===== config.mk =====
export PLATFORM = sky130hd
export DESIGN_NAME = mips_stage_controller_flat
export DESIGN_NICKNAME = d
export VERILOG_FILES = /design/src/rtl/mips_ctrl_pkg.sv /design/src/rtl/mips_stage_controller_if.sv /design/src/rtl/mips_pc_next.sv /design/src/rtl/mips_stage_controller.sv /design/src/flat_wrapper.sv
export SDC_FILE = /design/constraint.sdc
export NUM_CORES = 1
export LEC_CHECK = 0
export CORE_ASPECT_RATIO = 2
export CORE_MARGIN = 2
export CORE_UTILIZATION = 45
export CTS_BUF_LIST = sky130_fd_sc_hd__clkbuf_16
export DETAILED_ROUTE_END_ITERATION = 7
export PLACE_DENSITY_LB_ADDON = 0.12
export SKIP_LAST_GASP = 1
export SYNTH_ARGS = -nofsm -noshare
export SYNTH_HDL_FRONTEND = slang
export SYNTH_SLANG_ARGS = --single-unit
export TNS_END_PERCENT = 1

===== constraint.sdc =====
create_clock -name clock -period 4.2 [get_ports clock]
set_clock_uncertainty 0.15 [all_clocks]
set_input_delay 0.42 -clock clock [delete_from_list [all_inputs] [get_ports clock]]
set_output_delay 0.42 -clock clock [all_outputs]
set_load 0.005 [all_outputs]

===== src/rtl/mips_ctrl_pkg.sv =====
// Shared definitions for the multi-cycle MIPS stage sequencer.
// Stage codes are also consumed by the datapath units.
package mips_ctrl_pkg;

    typedef enum logic [2:0] {
        IDLE,
        FETCH,
        DECODE,
        EXECUTE,
        MEMORY,
        WRITEBACK,
        HALT
    } state_t;

    localparam logic [2:0] STAGE_FETCH  = 3'd0;
    localparam logic [2:0] STAGE_DECODE = 3'd1;
    localparam logic [2:0] STAGE_ALU    = 3'd2;
    localparam logic [2:0] STAGE_MEM    = 3'd3;
    localparam logic [2:0] STAGE_WB     = 3'd4;

    localparam logic [15:0] RETIRE_MAX = 16'hFFFF;

    function automatic logic [15:0] sat_inc(input logic [15:0] v);
        return (v == RETIRE_MAX) ? v : v + 16'd1;
    endfunction

endpackage


===== src/rtl/mips_stage_controller_if.sv =====
// Control/status bundle between decode/alu/memory and the sequencer.
// master = sequencer side, slave = datapath side.
interface mips_stage_controller_if #(
    parameter int PC_W = 4
);
    logic            start;
    logic            branch;
    logic            zero;
    logic            mem_read;
    logic            mem_write;
    logic            mem_ready;
    logic            end_program;
    logic [PC_W-1:0] branch_offset;

    logic [2:0]      stage;
    logic            stage_valid;
    logic [PC_W-1:0] pc;
    logic            mem_req;
    logic            halted;
    logic [15:0]     retired_count;

    modport master (
        input  start, branch, zero,
        input  mem_read, mem_write, mem_ready,
        input  end_program, branch_offset,
        output stage, stage_valid, pc,
        output mem_req, halted, retired_count
    );

    modport slave (
        output start, branch, zero,
        output mem_read, mem_write, mem_ready,
        output end_program, branch_offset,
        input  stage, stage_valid, pc,
        input  mem_req, halted, retired_count
    );
endinterface


===== src/rtl/mips_pc_next.sv =====
// Next instruction index: pc+1 (+offset when taken),
// folded back into 0..PROG_LEN-1 with one correction step.
module mips_pc_next #(
    parameter int PC_W     = 4,
    parameter int PROG_LEN = 9
) (
    input  logic [PC_W-1:0] pc,
    input  logic            taken,
    input  logic [PC_W-1:0] offset,
    output logic [PC_W-1:0] next_pc
);
    localparam int XW = PC_W + 2;
    localparam logic signed [XW-1:0] LEN = XW'(PROG_LEN);

    logic signed [XW-1:0] sum;
    logic signed [XW-1:0] fixed;
    logic signed [XW-1:0] off_x;

    // Two extra bits hold both the overflow past PROG_LEN and a sign.
    always_comb begin
        off_x = {{2{offset[PC_W-1]}}, offset};
        sum   = {2'b00, pc} + XW'(1);
        if (taken) begin
            sum = sum + off_x;
        end
        fixed = sum;
        if (sum[XW-1]) begin
            fixed = sum + LEN;
        end else if (sum >= LEN) begin
            fixed = sum - LEN;
        end
        next_pc = fixed[PC_W-1:0];
    end
endmodule


===== src/rtl/mips_stage_controller.sv =====
// Multi-cycle stage sequencer: owns the PC, drives the stage code,
// stalls on mem_ready, resolves branches and halts on end_program.
module mips_stage_controller
    import mips_ctrl_pkg::*;
#(
    parameter int              PC_W     = 4,
    parameter int              PROG_LEN = 9,
    parameter logic [PC_W-1:0] PC_RESET = '0,
    parameter int              SKIP_MEM = 1
) (
    input logic                    clock,
    input logic                    reset,
    mips_stage_controller_if.master bus
);
    state_t          state_q;
    state_t          state_d;
    logic [PC_W-1:0] pc_q;
    logic [PC_W-1:0] pc_nxt;
    logic [15:0]     retired_q;
    logic            taken_q;
    logic            need_mem;

    logic [2:0]      stage_c;
    logic            valid_c;
    logic            mem_req_c;
    logic            halted_c;

    assign need_mem = bus.mem_read | bus.mem_write | (SKIP_MEM == 0);

    mips_pc_next #(
        .PC_W     (PC_W),
        .PROG_LEN (PROG_LEN)
    ) u_pc_next (
        .pc      (pc_q),
        .taken   (taken_q),
        .offset  (bus.branch_offset),
        .next_pc (pc_nxt)
    );

    // State register.
    always_ff @(posedge clock or negedge reset) begin
        if (!reset) begin
            state_q <= IDLE;
        end else begin
            state_q <= state_d;
        end
    end

    // Next state plus stage outputs decoded from the current state only.
    always_comb begin
        state_d   = state_q;
        stage_c   = STAGE_FETCH;
        valid_c   = 1'b0;
        mem_req_c = 1'b0;
        halted_c  = 1'b0;
        unique case (state_q)
            IDLE: begin
                if (bus.start) state_d = FETCH;
            end
            FETCH: begin
                valid_c = 1'b1;
                state_d = DECODE;
            end
            DECODE: begin
                valid_c = 1'b1;
                stage_c = STAGE_DECODE;
                state_d = EXECUTE;
            end
            EXECUTE: begin
                valid_c = 1'b1;
                stage_c = STAGE_ALU;
                state_d = need_mem ? MEMORY : WRITEBACK;
            end
            MEMORY: begin
                valid_c   = 1'b1;
                mem_req_c = 1'b1;
                stage_c   = STAGE_MEM;
                if (bus.mem_ready) state_d = WRITEBACK;
            end
            WRITEBACK: begin
                valid_c = 1'b1;
                stage_c = STAGE_WB;
                state_d = bus.end_program ? HALT : FETCH;
            end
            HALT: begin
                halted_c = 1'b1;
            end
            default: state_d = IDLE;
        endcase
    end

    // PC, branch decision and retire counter.
    always_ff @(posedge clock or negedge reset) begin
        if (!reset) begin
            pc_q      <= PC_RESET;
            retired_q <= '0;
            taken_q   <= 1'b0;
        end else begin
            if (state_q == EXECUTE) begin
                taken_q <= bus.branch & bus.zero;
            end
            if (state_q == WRITEBACK) begin
                retired_q <= sat_inc(retired_q);
                if (!bus.end_program) pc_q <= pc_nxt;
            end
        end
    end

    assign bus.stage         = stage_c;
    assign bus.stage_valid   = valid_c;
    assign bus.mem_req       = mem_req_c;
    assign bus.halted        = halted_c;
    assign bus.pc            = pc_q;
    assign bus.retired_count = retired_q;
endmodule

===== src/flat_wrapper.sv =====
// flat-port wrapper written by rule: the top's interface ports become plain ports
module mips_stage_controller_flat import mips_ctrl_pkg::*;
#(
    parameter int              PC_W     = 4,
    parameter int              PROG_LEN = 9,
    parameter logic [PC_W-1:0] PC_RESET = '0,
    parameter int              SKIP_MEM = 1
)
  (clock, reset, bus_start, bus_branch, bus_zero, bus_mem_read, bus_mem_write, bus_mem_ready, bus_end_program, bus_branch_offset, bus_stage, bus_stage_valid, bus_pc, bus_mem_req, bus_halted, bus_retired_count);
  mips_stage_controller_if #(.PC_W(PC_W)) bus_i ();
  input logic clock;
  input logic reset;
  input wire logic [$bits(bus_i.start)-1:0] bus_start;
  input wire logic [$bits(bus_i.branch)-1:0] bus_branch;
  input wire logic [$bits(bus_i.zero)-1:0] bus_zero;
  input wire logic [$bits(bus_i.mem_read)-1:0] bus_mem_read;
  input wire logic [$bits(bus_i.mem_write)-1:0] bus_mem_write;
  input wire logic [$bits(bus_i.mem_ready)-1:0] bus_mem_ready;
  input wire logic [$bits(bus_i.end_program)-1:0] bus_end_program;
  input wire logic [$bits(bus_i.branch_offset)-1:0] bus_branch_offset;
  output wire logic [$bits(bus_i.stage)-1:0] bus_stage;
  output wire logic [$bits(bus_i.stage_valid)-1:0] bus_stage_valid;
  output wire logic [$bits(bus_i.pc)-1:0] bus_pc;
  output wire logic [$bits(bus_i.mem_req)-1:0] bus_mem_req;
  output wire logic [$bits(bus_i.halted)-1:0] bus_halted;
  output wire logic [$bits(bus_i.retired_count)-1:0] bus_retired_count;
  assign bus_i.start = bus_start;
  assign bus_i.branch = bus_branch;
  assign bus_i.zero = bus_zero;
  assign bus_i.mem_read = bus_mem_read;
  assign bus_i.mem_write = bus_mem_write;
  assign bus_i.mem_ready = bus_mem_ready;
  assign bus_i.end_program = bus_end_program;
  assign bus_i.branch_offset = bus_branch_offset;
  assign bus_stage = bus_i.stage;
  assign bus_stage_valid = bus_i.stage_valid;
  assign bus_pc = bus_i.pc;
  assign bus_mem_req = bus_i.mem_req;
  assign bus_halted = bus_i.halted;
  assign bus_retired_count = bus_i.retired_count;
  mips_stage_controller #(.PC_W(PC_W), .PROG_LEN(PROG_LEN), .PC_RESET(PC_RESET), .SKIP_MEM(SKIP_MEM)) u_core (.clock(clock), .reset(reset), .bus(bus_i));
endmodule

==> summary.md <==
The run finished with clean final reports. The routed length on met1 came out at 1461 um. The die covers 4524 um^2.

For the final routed database, the setup TNS stands at 0 ns. After clock tree synthesis, the flow added hold-fix buffers numbering 0. For this design the ratio of total power to cell area is 244.7 nW/um^2. Setup violations remaining at the end of the flow were counted as 0. TritonCTS built the clock tree. The share of synthesized area in the top cell type comes to 33.59%. The number of iterations in the first detailed-routing pass was 4.

In the global route stage, overall resource usage came out at 20.27%. At the later pin of the worst-skew pair, clock insertion delay measures 0.26 ns. The tools report the maximum clock rate as 312.1 MHz.

The number of hold violations in the final report was 0; the routed length on met3 was 95 um. The total nets after synthesis is 231. Detailed routing placed a total of 2579 um of wire on met2. The number of clock buffers added by TritonCTS is 3. The normalized max-slew margin is 27.60%, and the final count of pins violating max slew is 0. CTS saw 24 sinks.

The post-route fraction of the period consumed by the critical path works out to 76.30%. The share of the yosys chip area belonging to registers is 33.59%. The cell sitting at the root of the clock tree is a clkbuf_16.

The minimum clock period is 3.204 ns. Counting cells, the worst reg-to-reg path comes to 10. The tools report the type of origin of the critical path as a register. For this run, the number of Yosys warnings is 0.

The run gives 0 as the count of instances resized after the clock tree is built. The run gives 218.9 uV as the maximum vdd drop. Number of cells on the worst hold path: 1. The run gives 4327 um as the final wirelength. The violation count after the first detailed-routing iteration was 23; the via count of the first global-routing pass was 1,631.

The count of cell types in the netlist came out at 48. The maximum buffer depth of the clock tree was 2; the detailed-route wire length per cell was 14.87 um. The core region is 3844 um^2. The synthesized design contains 0 enable-type register cells. In the final design database the tool counted 267 nets.

The site row count is 32, and the global-route wire length before repair is 7148 um. The cell taking the most area after synthesis is dfrtp_1. STA classifies the critical path endpoint as a register. The final weighted congestion of routability-driven global placement was 0.8835. Clock input transition at the sequential cells of the worst setup and hold paths: 0.06 ns. At the pin with the least slew margin, the transition time is 1.083 ns.

The post-route netlist has 4.167% of its cells at a drive strength greater than 1. After synthesis, the mean cell area works out to 8.722 um^2. Summing every instance area after synthesis gives 1788 um^2. Post-synthesis instance total: 205. By startpoint and endpoint, the worst setup path is classified as register to register.

The initial antenna violation count came out at 0. The detailed router used layers up to and including met4. Measured along the y axis, the die boundary spans 93.14 um. Type of the worst min-delay path: register to register. In this run, synthesis produced a sequential element count of 24.

STA puts the critical path data arrival time at 3.19 ns. Summing over every cut layer, the via total after detailed routing is 1,586. The number of placed I/O pins came out at 39. Using the TritonRoute via totals, the vias-per-cell ratio works out to 5.450.

Along the worst path, the maximum fanout reaches 6. The total of max-cap violations is 0. The flip-flop cell with the highest count after synthesis was dfrtp_1.

The logs give 46.52% for the starting density of the core and 25 for the largest net degree at the start of global routing. The most common cell after layout, fill and taps aside was clkdlybuf4s50_1. The tools report the detailed-route DRC error count as 0. Port buffering added 38 buffers.

By area the synthesized netlist is led by dfrtp_1, ha_1, xor2_1. The maximum level of the CTS H-tree is 1, and the half-perimeter wire length of the detailed placement result is 3489 um. After routing the design area is 2301 um^2.

The number of setup buffers added after CTS is 0. The placed instances occupy a cell area of 2196 um^2. Setup repair after global routing left no endpoint under its margin. Required time of the critical path: 4.19 ns. For this design the static power due to leakage is 1.043 nW.

From synthesis to final layout, the design area changed by 28.69%. The detail route stage leaves a number of antenna-violating nets equal to 0. The async set or reset register ratio after synthesis came out at 100.0%. The horizontal extent of the die was 48.57 um; the remaining global-route overflow was 0. The tools report the antenna diode instance count as 0. In the layout the commonest cells are clkdlybuf4s50_1, dfrtp_1, nor2_1.
==> cell type report <==
class	instances	area [um^2]
clock buffers	3	75.07
clock inverters	1	30.03
fillers	384	1543
inverters	13	48.80
multi-input cells	161	1102
flip-flops and latches	24	600.6
well taps	51	63.81
repair buffers	38	380.4
==> registers in the layout (all words and copies together) (netlist names) <==
name                      cells
u_core.bus.retired_count     16
u_core.bus.pc                 4
u_core.state_q                3
u_core.taken_q                1
==> metrics by stage <==
stage	std cells	total power, mW	setup WS (ns)	hold slack [ns]	util [%]
detailed placement	287	0.2986	0.8385	0.3343	57.13
floorplan	205	0.2726	1.323	-0.02559	-
global route	291	0.5836	0.7991	0.3663	59.86
finish	291	0.5631	0.9955	0.3426	59.86
CTS	291	0.5680	0.9971	0.3429	59.86
global placement	287	0.2981	0.8948	0.3236	57.13
==> synth_stat cells, drive strengths merged, types with 2 or more instances <==
library cell,instances
a31oi,3
a211oi,3
nand4,2
buf,4
nand3,8
nor3b,5
nor2,19
xor2,13
and4,2
mux2i,2
clkbuf,3
inv,13
nand3b,2
o21ai,14
and3,3
nor3,6
and2,2
nand2b,6
nand2,17
ha,12
dfrtp,24
a21oi,7
o211ai,3
xnor2,8
a21o,3
or3,4
and3b,3
mux2,2
==> cells by family after synthesis <==
family / share of synthesized area [%]
fa+ha+maj: 9.517
simple gates: 24.49
flops: 33.59
mux: 2.379
xor+xnor: 10.29
buf+inv: 4.758
compound gates: 14.98
==> per-layer routing <==
| metal | global-route usage (%) | up-vias |
|---|---|---|
| li1 | - | 786 |
| met1 | 17.20 | 747 |
| met2 | 43.06 | 37 |
| met4 | 11.67 | 0 |
| met5 | 0 | - |
| met3 | 1.917 | 16 |
==> power breakdown <==
group          switching, mW  leakage [nW]  internal (mW)
clock network         0.0797        0.0511          0.189
logic                 0.0331         0.673         0.0299
registers                  0         0.320          0.231
==> final timing paths <==
kind	start	to	slack, ns
max	u_core.bus.pc[0]	u_core.bus.pc[1]	1.0
min	u_core.bus.retired_count[10]	u_core.bus.retired_count[10]	0.34
max reg2reg	u_core.bus.pc[0]	u_core.bus.pc[1]	1.0
min reg2reg	u_core.bus.retired_count[10]	u_core.bus.retired_count[10]	0.34
max in group asynchronous	reset	u_core.taken_q	2.64
min in group asynchronous	reset	u_core.bus.retired_count[12]	0.59
==> worst max-delay path, cell delays in order (launching register included) <==
cell and delay [ns]:
dfrtp_1 0.45, ha_1 0.38, inv_1 0.07, fa_1 0.53, nand2_1 0.05, o21ai_0 0.25
ha_1 0.30, nor3b_1 0.27, o21ai_0 0.14, mux2i_1 0.15, a221o_1 0.34
Note: power is estimated with default switching activity, not from simulation.
==> RTL edit (same settings) <==
Re-encode `state_t` (7 states) as one-hot, 7 bits wide.
--- a/src/rtl/mips_ctrl_pkg.sv
+++ b/src/rtl/mips_ctrl_pkg.sv
@@ -2,14 +2,14 @@
 // Stage codes are also consumed by the datapath units.
 package mips_ctrl_pkg;
 
-    typedef enum logic [2:0] {
-        IDLE,
-        FETCH,
-        DECODE,
-        EXECUTE,
-        MEMORY,
-        WRITEBACK,
-        HALT
+    typedef enum logic [6:0] {
+        IDLE      = 7'b0000001,
+        FETCH     = 7'b0000010,
+        DECODE    = 7'b0000100,
+        EXECUTE   = 7'b0001000,
+        MEMORY    = 7'b0010000,
+        WRITEBACK = 7'b0100000,
+        HALT      = 7'b1000000
     } state_t;
 
     localparam logic [2:0] STAGE_FETCH  = 3'd0;
Function: no difference found for any inputs over 10 cycles, from zero or initial values and one cycle with reset low; not proved beyond that.
==> RTL edit against the original RTL <==
Final area is 6.5% higher; sequential cell count increased by 4; area after synthesis is 6.9% higher; synthesized cell count fell by 4.4%; setup slack worse by 25 ps; critical path depth is 1 higher; wire length decreased by 1.8%; worst hold slack better by 3.7 ps; critical path type unchanged; critical endpoint unchanged; largest cell class unchanged.
Power is not compared: it rests on default switching activity, and its combinational part moved more than twofold at a synthesized area within 25%.
==> RTL edit: results (changes against the original RTL) <==
status=finished, final reports clean; Warnings, synthesis=0 (unchanged); leak pwr=1.12 nW; Post-synth ARST share=100% (unchanged); Synth Area in XOR/XNOR=10.1% (-0.20 points); largest stage delay on the critical path=450 ps (-80 ps); vias in the first global route=1,598 (-2.0%); largest net degree at the start of global routing=29 (+16%); Worst path slowest cell=fa_1; Port Buffers=38 (unchanged); setup bufs post-CTS=0 (unchanged); class of the worst hold path=flop to flop; gpl congestion=0.855 (-3.2%); Inserted Diodes=0 (unchanged); ys flop type=dfrtp_1; met2 GRT Util=37.2% (-5.9 points); Distinct cells, synth=58 (+21%); DR iter-0 viols=55 (+140%); clock-pin slew on the worst setup and hold paths=roughly 70 ps; register area share after synthesis=36.7% (+3.1 points); Max Root-Sink Buffers=2 (unchanged); Int Power=between 0.6 and 0.7 mW; peak supply drop=between 0.3 and 0.4 mV; Detailed Routing Iterations Pass 1=4 (unchanged); DP HPWL=3.36 mm (-3.7%); # fillers=349 (-9.1%); Clock power frac=between 20% and 30%; Slew headroom=53.7% (+26 points); clk_lat worst skew=260 ps (about the same); Area contributors post-synth=dfrtp_1, ha_1, xnor2_1; GRT Total Usage=19.7% (-0.59 points); Synth top cells by count=dfrtp_1, nor2_1, nand2_1, xnor2_1; clock buffer count from CTS=3 (unchanged); routing usage on met1=21.2% (+4.0 points); multiplexer share of the synthesized area=2.42% (+0.044 points); Synth Net Count=221 (-4.3%); Area after DPL=2340 sq um (+6.8%); sequential power share=between 30% and 40%; max reg flops=16 (unchanged); Clk Tree Root Cell=clkbuf_16; initial antenna violation count=0 (unchanged); Worst Path Arrival=3270 ps (+80 ps); Clock H-tree levels=1 (unchanged); first-pass GRT wire length=7.34 mm (+2.7%); Max Fanout on Critical Path=6 (unchanged); post-cts resize count=0 (unchanged); post-synthesis compound-gate area fraction=16.2% (+1.3 points); fin nets=263 (-1.5%); vias per cell=5.56 (+2.0%); final wirelength=4.25 mm (-1.8%); post-synthesis adder-cell area fraction=8.25% (-1.3 points); met3 Use GR=2.02% (+0.10 points); endpoints failing setup=0 (unchanged); critical path's top delay family=adder cells; share of layout cells above drive strength 1=8.86% (+4.7 points)
-- RTL edit: cell count changes after synthesis, moves of 4 or more --
cell     unedited run  this run
xnor2_1             8        15
xor2_1             13         7
a21oi_1             7         2
nor3_1              6         2
-- RTL edit: metal layers --
metal	wire (um)	vias up
met5	0	-
met4	113	0
met3	140	12
met2	2400	36
met1	1600	774
li1	-	785
-- RTL edit: layout make-up --
cell class / instances / area share [%]
inverters: 11 / 1.69
flip-flops and latches: 28 / 28.7
clock buffers: 3 / 3.06
clock inverters: 1 / 1.23
well taps: 52 / 2.66
multi-input cells: 155 / 46.9
repair buffers: 39 / 15.8
-- RTL edit: per-stage QoR --
stage	worst slack, ps	power [mW]	instances	utilization (%)	hold WS (ps)
floorplan	1250	0.676	196	-	-25.6
global placement	854	0.778	285	57.4	327
detailed placement	792	0.783	285	57.4	337
CTS	984	1.07	289	59.9	351
global route	722	1.14	289	59.9	382
finish	971	1.06	289	59.9	346
-- RTL edit: path summary, 6_finish.rpt --
check,start,endpoint,slack [ps],depth (start not counted)
worst max-delay path,u_core.bus.pc[0]$_DFFE_PN0P_,u_core.bus.pc[1]$_DFFE_PN0P_,970,11
max in group asynchronous,reset,u_core.state_q[0]$_DFFE_PN1P_,3200,2
worst max register to register,u_core.bus.pc[0]$_DFFE_PN0P_,u_core.bus.pc[1]$_DFFE_PN0P_,970,11
worst min register to register,u_core.bus.retired_count[7]$_DFFE_PN0P_,u_core.bus.retired_count[7]$_DFFE_PN0P_,350,1
min in group asynchronous,reset,u_core.bus.retired_count[6]$_DFFE_PN0P_,380,2
worst min-delay path,u_core.bus.retired_count[7]$_DFFE_PN0P_,u_core.bus.retired_count[7]$_DFFE_PN0P_,350,1
